File: src/rtl/tff_toggle_arbiter_if.sv
// Client-side bus of the toggle-flip-flop bank: toggle requests, bank load,
// grant pulses and the registered bank state/counter.
interface tff_toggle_arbiter_if #(
  parameter int unsigned NREQ = 4,
  parameter int unsigned NTFF = 8,
  parameter int unsigned IDXW = $clog2(NTFF),
  parameter int unsigned CNTW = 16
);
  logic [NREQ-1:0]      req;
  logic [NREQ*IDXW-1:0] idx;
  logic                 load;
  logic [NTFF-1:0]      load_val;
  logic [NREQ-1:0]      gnt;
  logic [NTFF-1:0]      tff_out;
  logic [CNTW-1:0]      tog_cnt;

  modport master (
    output req, idx, load, load_val,
    input  gnt, tff_out, tog_cnt
  );

  modport slave (
    input  req, idx, load, load_val,
    output gnt, tff_out, tog_cnt
  );
endinterface

File: src/rtl/tff_toggle_arbiter.sv
// Bank of toggle flip-flops shared by NREQ requesters through a round-robin
// arbiter; one toggle per cycle, with a whole-bank load path and a toggle counter.
module tff_toggle_arbiter #(
  parameter int unsigned NREQ = 4,
  parameter int unsigned NTFF = 8,
  parameter int unsigned IDXW = $clog2(NTFF),
  parameter int unsigned CNTW = 16
) (
  input  logic                   clk,
  input  logic                   rst,
  tff_toggle_arbiter_if.slave    bus
);

  localparam int unsigned PTRW = (NREQ > 1) ? $clog2(NREQ) : 1;

  logic [PTRW-1:0] ptr_q, ptr_d;
  logic [NREQ-1:0] gnt_q, gnt_d;
  logic [NTFF-1:0] tff_q, tff_d;
  logic [CNTW-1:0] cnt_q, cnt_d;

  logic [NREQ-1:0] elig;
  logic            found;
  logic [PTRW-1:0] win;
  logic [IDXW-1:0] win_idx;
  logic            in_range;

  // Round-robin pick: first eligible at/after the pointer, else wrap to the lowest.
  // A requester granted last cycle is masked so a held req cannot double-toggle.
  always_comb begin : arbitrate
    elig    = bus.req & ~gnt_q;
    found   = 1'b0;
    win     = '0;
    win_idx = '0;
    for (int r = 0; r < int'(NREQ); r++) begin
      if (!found && elig[r] && (PTRW'(r) >= ptr_q)) begin
        found   = 1'b1;
        win     = PTRW'(r);
        win_idx = bus.idx[r*IDXW +: IDXW];
      end
    end
    for (int r = 0; r < int'(NREQ); r++) begin
      if (!found && elig[r]) begin
        found   = 1'b1;
        win     = PTRW'(r);
        win_idx = bus.idx[r*IDXW +: IDXW];
      end
    end
    in_range = (32'(win_idx) < NTFF);
  end

  // Load wins over arbitration; an out-of-range target is granted but has no effect.
  always_comb begin : next_state
    ptr_d = ptr_q;
    gnt_d = '0;
    tff_d = tff_q;
    cnt_d = cnt_q;
    if (bus.load) begin
      tff_d = bus.load_val;
    end else if (found) begin
      gnt_d = NREQ'(1) << win;
      ptr_d = (win == PTRW'(NREQ - 1)) ? '0 : win + PTRW'(1);
      if (in_range) begin
        tff_d = tff_q ^ (NTFF'(1) << win_idx);
        cnt_d = cnt_q + CNTW'(1);
      end
    end
  end

  always_ff @(posedge clk) begin : state_reg
    if (rst) begin
      ptr_q <= '0;
      gnt_q <= '0;
      tff_q <= '0;
      cnt_q <= '0;
    end else begin
      ptr_q <= ptr_d;
      gnt_q <= gnt_d;
      tff_q <= tff_d;
      cnt_q <= cnt_d;
    end
  end

  assign bus.gnt     = gnt_q;
  assign bus.tff_out = tff_q;
  assign bus.tog_cnt = cnt_q;

endmodule

File: src/flat_wrapper.sv
// flat-port wrapper written by rule: the top's interface ports become plain ports
module tff_toggle_arbiter_flat 
#(
  parameter int unsigned NREQ = 4,
  parameter int unsigned NTFF = 8,
  parameter int unsigned IDXW = $clog2(NTFF),
  parameter int unsigned CNTW = 16
)
  (clk, rst, bus_req, bus_idx, bus_load, bus_load_val, bus_gnt, bus_tff_out, bus_tog_cnt);
  tff_toggle_arbiter_if #(.NREQ(NREQ), .NTFF(NTFF), .IDXW(IDXW), .CNTW(CNTW)) bus_i ();
  input  logic clk;
  input  logic rst;
  input wire logic [$bits(bus_i.req)-1:0] bus_req;
  input wire logic [$bits(bus_i.idx)-1:0] bus_idx;
  input wire logic [$bits(bus_i.load)-1:0] bus_load;
  input wire logic [$bits(bus_i.load_val)-1:0] bus_load_val;
  output wire logic [$bits(bus_i.gnt)-1:0] bus_gnt;
  output wire logic [$bits(bus_i.tff_out)-1:0] bus_tff_out;
  output wire logic [$bits(bus_i.tog_cnt)-1:0] bus_tog_cnt;
  assign bus_i.req = bus_req;
  assign bus_i.idx = bus_idx;
  assign bus_i.load = bus_load;
  assign bus_i.load_val = bus_load_val;
  assign bus_gnt = bus_i.gnt;
  assign bus_tff_out = bus_i.tff_out;
  assign bus_tog_cnt = bus_i.tog_cnt;
  tff_toggle_arbiter #(.NREQ(NREQ), .NTFF(NTFF), .IDXW(IDXW), .CNTW(CNTW)) u_core (.clk(clk), .rst(rst), .bus(bus_i));
endmodule
File: config.mk
export PLATFORM = sky130hd
export DESIGN_NAME = tff_toggle_arbiter_flat
export DESIGN_NICKNAME = d
export VERILOG_FILES = /design/src/rtl/tff_toggle_arbiter_if.sv /design/src/rtl/tff_toggle_arbiter.sv /design/src/flat_wrapper.sv
export SDC_FILE = /design/constraint.sdc
export NUM_CORES = 1
export LEC_CHECK = 0
export CAP_MARGIN = 15
export CORE_ASPECT_RATIO = 1.5
export CORE_MARGIN = 5
export CORE_UTILIZATION = 52
export DETAILED_ROUTE_END_ITERATION = 6
export PLACE_DENSITY = 0.88
export SYNTH_ARGS = -nofsm -noshare
export SYNTH_HDL_FRONTEND = slang
export SYNTH_SLANG_ARGS = --single-unit
File: constraint.sdc
create_clock -name clk -period 4.01 [get_ports clk]
set_clock_uncertainty 0.15 [all_clocks]
set_input_delay 0.802 -clock clk [delete_from_list [all_inputs] [get_ports clk]]
set_output_delay 0.802 -clock clk [all_outputs]
set_load 0.01 [all_outputs]
After elaboration in Yosys (flattened, before gate mapping) --
Cells that the tools add are included.
Cells by class: add/subtract/negate cells 2, $lt $le $gt $ge 4, equality and inequality tests 1, shift operators 2, muxes and demuxes 26, bitwise logic cells 5, reduce and logical (&&, ||, !) cells 21
Operators by type and width (number):
- $mux 3 | 8
- $add 16x1->16 const B | 1
- $mux 8 | 2
- $mux 2 | 7
- $logic_and 1x1->1 | 11
- $mux 1 | 9
- $shl 1x3->8 const A | 1
- $xor 8x8->8 | 1
- $logic_not 1->1 | 7
- $and 4x4->4 | 1
- $ge 1x2->1 const A | 2
- $ge 2x2->1 const A | 2
- $not 4->4 | 1
- $shl 1x2->4 const A | 1
- $reduce_or 3->1 | 1
- $add 2x1->2 const B | 1
- $eq 2x2->1 const B | 1
- $not 1->1 | 2
- $reduce_and 2->1 | 1
- $reduce_bool 2->1 | 1
Storage, ports and cells: register bits after elaboration 30, output and inout port bits 28, logic and storage cells 65

Longest topological paths before layout --
depth after elaboration 32, gate-level depth with buffers 8, depth with buffers taken out 6

Least setup slack after synthesis --
No wires, ideal clock.
kind input -> register, from in bus_req[0], to reg u_core.tff_q[4] (netlist: u_core.bus.tff_out[4]), setup time 0.071 ns, arrival time 2.211 ns, required time 3.789 ns, setup slack 1.578 ns, cell stages on the path 8, path buffers 2, path through or3b_1 > buf_6 > a21oi_4 > o32ai_1 > a32o_1 > buf_6 > a32o_1 > a21oi_1
On the way: longest elaborated chain between the ends 31, elaborated cells between the ends (all ways) 40
RTL lines:
- start: declaration | line flat_wrapper.sv:13 | input wire logic [$bits(bus_i.req)-1:0] bus_req;
- $and 4x4->4 (*) | line tff_toggle_arbiter.sv:30 | elig = bus.req & ~gnt_q;
- $logic_and 1x1->1 | line tff_toggle_arbiter.sv:35 | if (!found && elig[r] && (PTRW'(r) >= ptr_q)) begin
- $mux 1 | line tff_toggle_arbiter.sv:35
- $logic_not 1->1 | line tff_toggle_arbiter.sv:35
- $logic_and 1x1->1 (2 in series) | line tff_toggle_arbiter.sv:35
- $mux 1 | line tff_toggle_arbiter.sv:35
- $logic_not 1->1 | line tff_toggle_arbiter.sv:35
- $logic_and 1x1->1 (2 in series) | line tff_toggle_arbiter.sv:35
- [... 13 more ...]
- $mux 1 | line tff_toggle_arbiter.sv:42 | if (!found && elig[r]) begin
- $logic_not 1->1 | line tff_toggle_arbiter.sv:42
- $logic_and 1x1->1 | line tff_toggle_arbiter.sv:42
- $mux 3 | line tff_toggle_arbiter.sv:42
- $shl 1x3->8 | line tff_toggle_arbiter.sv:63 | tff_d = tff_q ^ (NTFF'(1) << win_idx);
- $xor 8x8->8 | line tff_toggle_arbiter.sv:63
- $mux 8 | line tff_toggle_arbiter.sv:59 | end else if (found) begin
- $mux 8 | line tff_toggle_arbiter.sv:57 | if (bus.load) begin
- end signal: assignment | line tff_toggle_arbiter.sv:78 | tff_q <= tff_d;
- end: declaration | line tff_toggle_arbiter.sv:18 | logic [NTFF-1:0] tff_q, tff_d;
Every way passes the cells marked *; elsewhere a longest branch is shown, timed or not. The select of a mux whose other input is x is not followed. A chain may end at the register's enable or synchronous reset.

Worst setup path after layout --
from in bus_req[2], to reg u_core.tff_q[4] (netlist: u_core.bus.tff_out[4])
On the way: longest elaborated chain between the ends 24, elaborated cells between the ends (all ways) 31
RTL lines (line):
- $and 4x4->4 (*) | tff_toggle_arbiter.sv:30
- $logic_and 1x1->1 (2 in series) | tff_toggle_arbiter.sv:35
- $mux 1 | tff_toggle_arbiter.sv:35
- $logic_not 1->1 | tff_toggle_arbiter.sv:35
- $logic_and 1x1->1 (2 in series) | tff_toggle_arbiter.sv:35
- $mux 1 | tff_toggle_arbiter.sv:35
- $logic_not 1->1 | tff_toggle_arbiter.sv:42
- $logic_and 1x1->1 | tff_toggle_arbiter.sv:42
- [... 6 more ...]
- $mux 1 | tff_toggle_arbiter.sv:42
- $logic_not 1->1 | tff_toggle_arbiter.sv:42
- $logic_and 1x1->1 | tff_toggle_arbiter.sv:42
- $mux 3 | tff_toggle_arbiter.sv:42
- $shl 1x3->8 | tff_toggle_arbiter.sv:63
- $xor 8x8->8 | tff_toggle_arbiter.sv:63
- $mux 8 | tff_toggle_arbiter.sv:59
- $mux 8 | tff_toggle_arbiter.sv:57
Marked as above.

==> summary.md <==
| Metric | Value |
|---|---|
| Tot Pwr | 0.000794 W |
| Status | finished clean |
| CP Buf/Inv Count | 1 |
| Clk sink count | 30 |
| Ys async rst share | 0 |
| DR iter-0 viols | 98 |
| #FFs+latches synth | 30 |
| Finished Cell Area | ~2600 um2 |
| Reg2Reg Setup Slack | 1.54 ns |
| Crit-path max cell delay | 0.61 ns |
| Placed Area | approximately 2500 um2 |
| DRT antenna net count | 0 |
| Synth Instances | 247 |
| Initial Util | 0.542 |
| Fin Setup TNS | 0 ns |
| Area Overhead vs Synth | 28.3% |
| Delay-heaviest family, CP | compound AO/OA/AOI/OAI gates |
| Vias in the first global route | 1965 |
| Postcts setup bufs | 0 |
| Ratio of cells with drive above 1 in the final layout | 0.0777 |
| Vias | around 2.1k |
| Pre-CTS WS | 0.638 ns |
| Inserted Clock Buffers | 5 |
| Synthesized Nets | about 280 |
| Total GRT Usage | 0.222 |
| Root buf cell | clkbuf_8 |
| Setup WS post-layout | 0.885 ns |
| Slew Viols, Final | 0 |
| DIE WIDTH | about 61 um |
| FMAX | 320 MHz |
| Fin crit period | 3.12 ns |
| EDFF count, synth | 0 |
| # resized after CTS | 0 |
| PD cells | about 310 nW/um2 |
| DIE HEIGHT | 86.2 um |
| Clk slew on worst S/H paths | 0.06 ns |
| Fillers | 311 |
| Max Cap Viol | 0 |
| Grt total ovfl | 0 |
| Nets | about 320 |
| Cell Chain, Critical Path | clkdlybuf4s50_1 -> nor2b_1 -> a221oi_1 -> o32ai_1 -> a32o_1 -> a32o_1 -> a21oi_1 |
| Final core occ | 0.695 |
| Cts hold-fix bufs | 0 |
| Ant diodes | 0 |
| Leak pwr | 0.879 nW |
| First-pass DRT Iterations | 4 |
| Clk_lat worst skew | 0.28 ns |
| Startpoint Class | primary input |
| Ys flop type | dfxtp_1 |
| Worst r2r src | u_core.ptr_q[1] |
| CP arrival | approximately 3.1 ns |
| Wire length per cell | around 16 um |
| Core area | 3720 um2 |
| Drt total wl | 5460 um |
| Required @ worst endpoint | a little over 4 ns |
| Crit-path max FO | 9 |
| Min-delay src | u_core.bus.tog_cnt[15] |
| Largest net degree at the start of global routing | 22 |
| Final setup viols | 0 |
| Synth Area per Inst | 8.15 um2 |
| Reg2reg path depth | 6 |
| Clock Path Buffers | 2 |
| Worst path most repeated cell | a32o_1 |
| Yosys cell types | 56 |
| CP Capture Type | flop |
| RSZ-0062 raised after global routing | false |
| Worst R2R End | u_core.bus.tff_out[3] |
| Total I/O pin count | 55 |
| Worst Max-Slew Pin Slew | 0.731 ns |
| Post-DP HPWL | 3940 um |
| Final hold vios | 0 |
| Fin crit share | 0.779 |
| First-pass GRT wire length | 9000 um |
| Worst path slowest cell | nor2b_1 |
| Initial antenna violation count | 0 |
| VDD IR max | ~0.27 mV |
| H-tree depth | 2 |
| DRC viols | 0 |
| Register area share after synthesis | 0.298 |
| Worst hold path class | reg -> reg |
| Hold path depth | 2 |
| # rows | 27 |
| Detailed-route vias per instance | 6.17 |
| Post-Syn Area | 2010 um2 |
| Yosys warnings | 0 |
| Hold EP | u_core.bus.tog_cnt[15] |
| Kind of critical path | in -> reg |
| GPL Wtd Cong | 0.999 |
| Relative slew slack | 0.512 |
| CP startpoint | bus_req[2] |
| Die area | 5240 um2 |
| CTS tree | built |
| # port buffers | 54 |
==> worst min-delay path, cell delays in order, from the launching register on <==
cell	delay [ns]
dfxtp_1	0.32
o21ai_0	0.07
a21oi_1	0.06
==> stage by stage <==
stage	instances	hold WS [ns]
2_1_floorplan	247	0.352
5_1_grt	339	0.382
3_3_place_gp	332	0.326
6_report	339	0.342
4_1_cts	339	0.342
3_5_place_dp	332	0.329
==> worst max path at each step <==
stage | endpoint | slack, ns | cells past startpoint
floorplan | u_core.bus.tff_out[4] | 1.58 | 8
global placement | u_core.bus.tff_out[6] | 0.68 | 7
detailed placement | u_core.bus.tff_out[4] | 0.64 | 7
CTS | u_core.bus.tff_out[4] | 0.95 | 7
global route | u_core.bus.tff_out[6] | 0.70 | 7
finish | u_core.bus.tff_out[4] | 0.89 | 7
==> cells by family (layout without fill, tap and decap cells) <==
group,Yosys count,count (layout),synth area share
mux,3,3,0.0149
buf+inv,19,68,0.0702
simple gates,119,119,0.341
compound gates,68,68,0.239
xor+xnor,7,7,0.0305
fa+ha+maj,1,1,0.00621
flops,30,30,0.298
==> synth_stat cells (2+ instances only) <==
master / instances / area [um2]
nand4_1: 17 / 106
nand3b_1: 7 / 52.6
a21oi_1: 20 / 100
clkbuf_8: 2 / 27.5
mux2i_1: 3 / 30.0
clkbuf_1: 5 / 18.8
a21o_1: 2 / 15.0
o21ai_0: 11 / 55.1
or3_1: 8 / 50.1
and3b_1: 2 / 17.5
xor2_1: 4 / 35.0
a32o_1: 3 / 30.0
buf_4: 3 / 22.5
a21o_2: 2 / 17.5
nand2b_1: 2 / 12.5
or2b_1: 2 / 15.0
nand2_1: 21 / 78.8
o211ai_1: 9 / 67.6
and3_1: 3 / 18.8
buf_6: 3 / 33.8
nor2_1: 20 / 75.1
nand3_1: 16 / 80.1
a21oi_4: 3 / 48.8
a31oi_1: 7 / 43.8
xnor2_1: 3 / 26.3
nor3_1: 3 / 15.0
inv_1: 3 / 11.3
nor2b_1: 5 / 31.3
o31ai_1: 2 / 15.0
dfxtp_1: 30 / 601
==> power by group <==
group / leakage (nW) / internal, W / switching, W / total [W]
logic: 0.596 / 0.000105 / 0.000121 / 0.000227
clock network: 0.0383 / 0.000119 / 0.000107 / 0.000226
registers: 0.245 / 0.000315 / 0.0000255 / 0.000341
total: 0.879 / 0.000540 / 0.000254 / 0.000794
==> state kept, by name (all words and copies together) (netlist names) <==
signal and cells:
u_core.bus.tff_out 8, u_core.ptr_q 2, u_core.bus.gnt 4, u_core.bus.tog_cnt 16
==> layout make-up <==
class | instances | area (um2) | share of cell area
multi-input combinational | 198 | 1270 | 0.492
sequential | 30 | 601 | 0.232
clock buffer | 7 | 76.3 | 0.0295
inverter | 3 | 11.3 | 0.00436
timing repair buffer | 58 | 571 | 0.221
tap | 43 | 53.8 | 0.0208
==> routing by layer <==
metal / global-route usage / routed length, um / share of wire
met1: 0.261 / 2210 / 0.40
met3: 0.0551 / 351 / 0.064
met5: 0 / 0 / 0
met4: 0.110 / 180 / 0.033
met2: 0.365 / 2720 / 0.50
==> cell usage in the layout (no fill, tap or decap), types with 3 or more instances in the layout <==
master	n
xor2_1	4
nand3b_1	7
a21oi_1	20
or3_1	8
buf_4	4
nand4_1	17
clkbuf_8	5
nor2_1	20
dfxtp_1	30
a21oi_4	3
o21ai_0	11
inv_1	3
mux2i_1	3
nand2_1	21
a32o_1	3
a31oi_1	7
nor2b_1	5
clkdlybuf4s50_1	54
and3_1	3
nor3_1	3
xnor2_1	3
o211ai_1	9
nand3_1	16
Power figures use the tool's default switching activity.
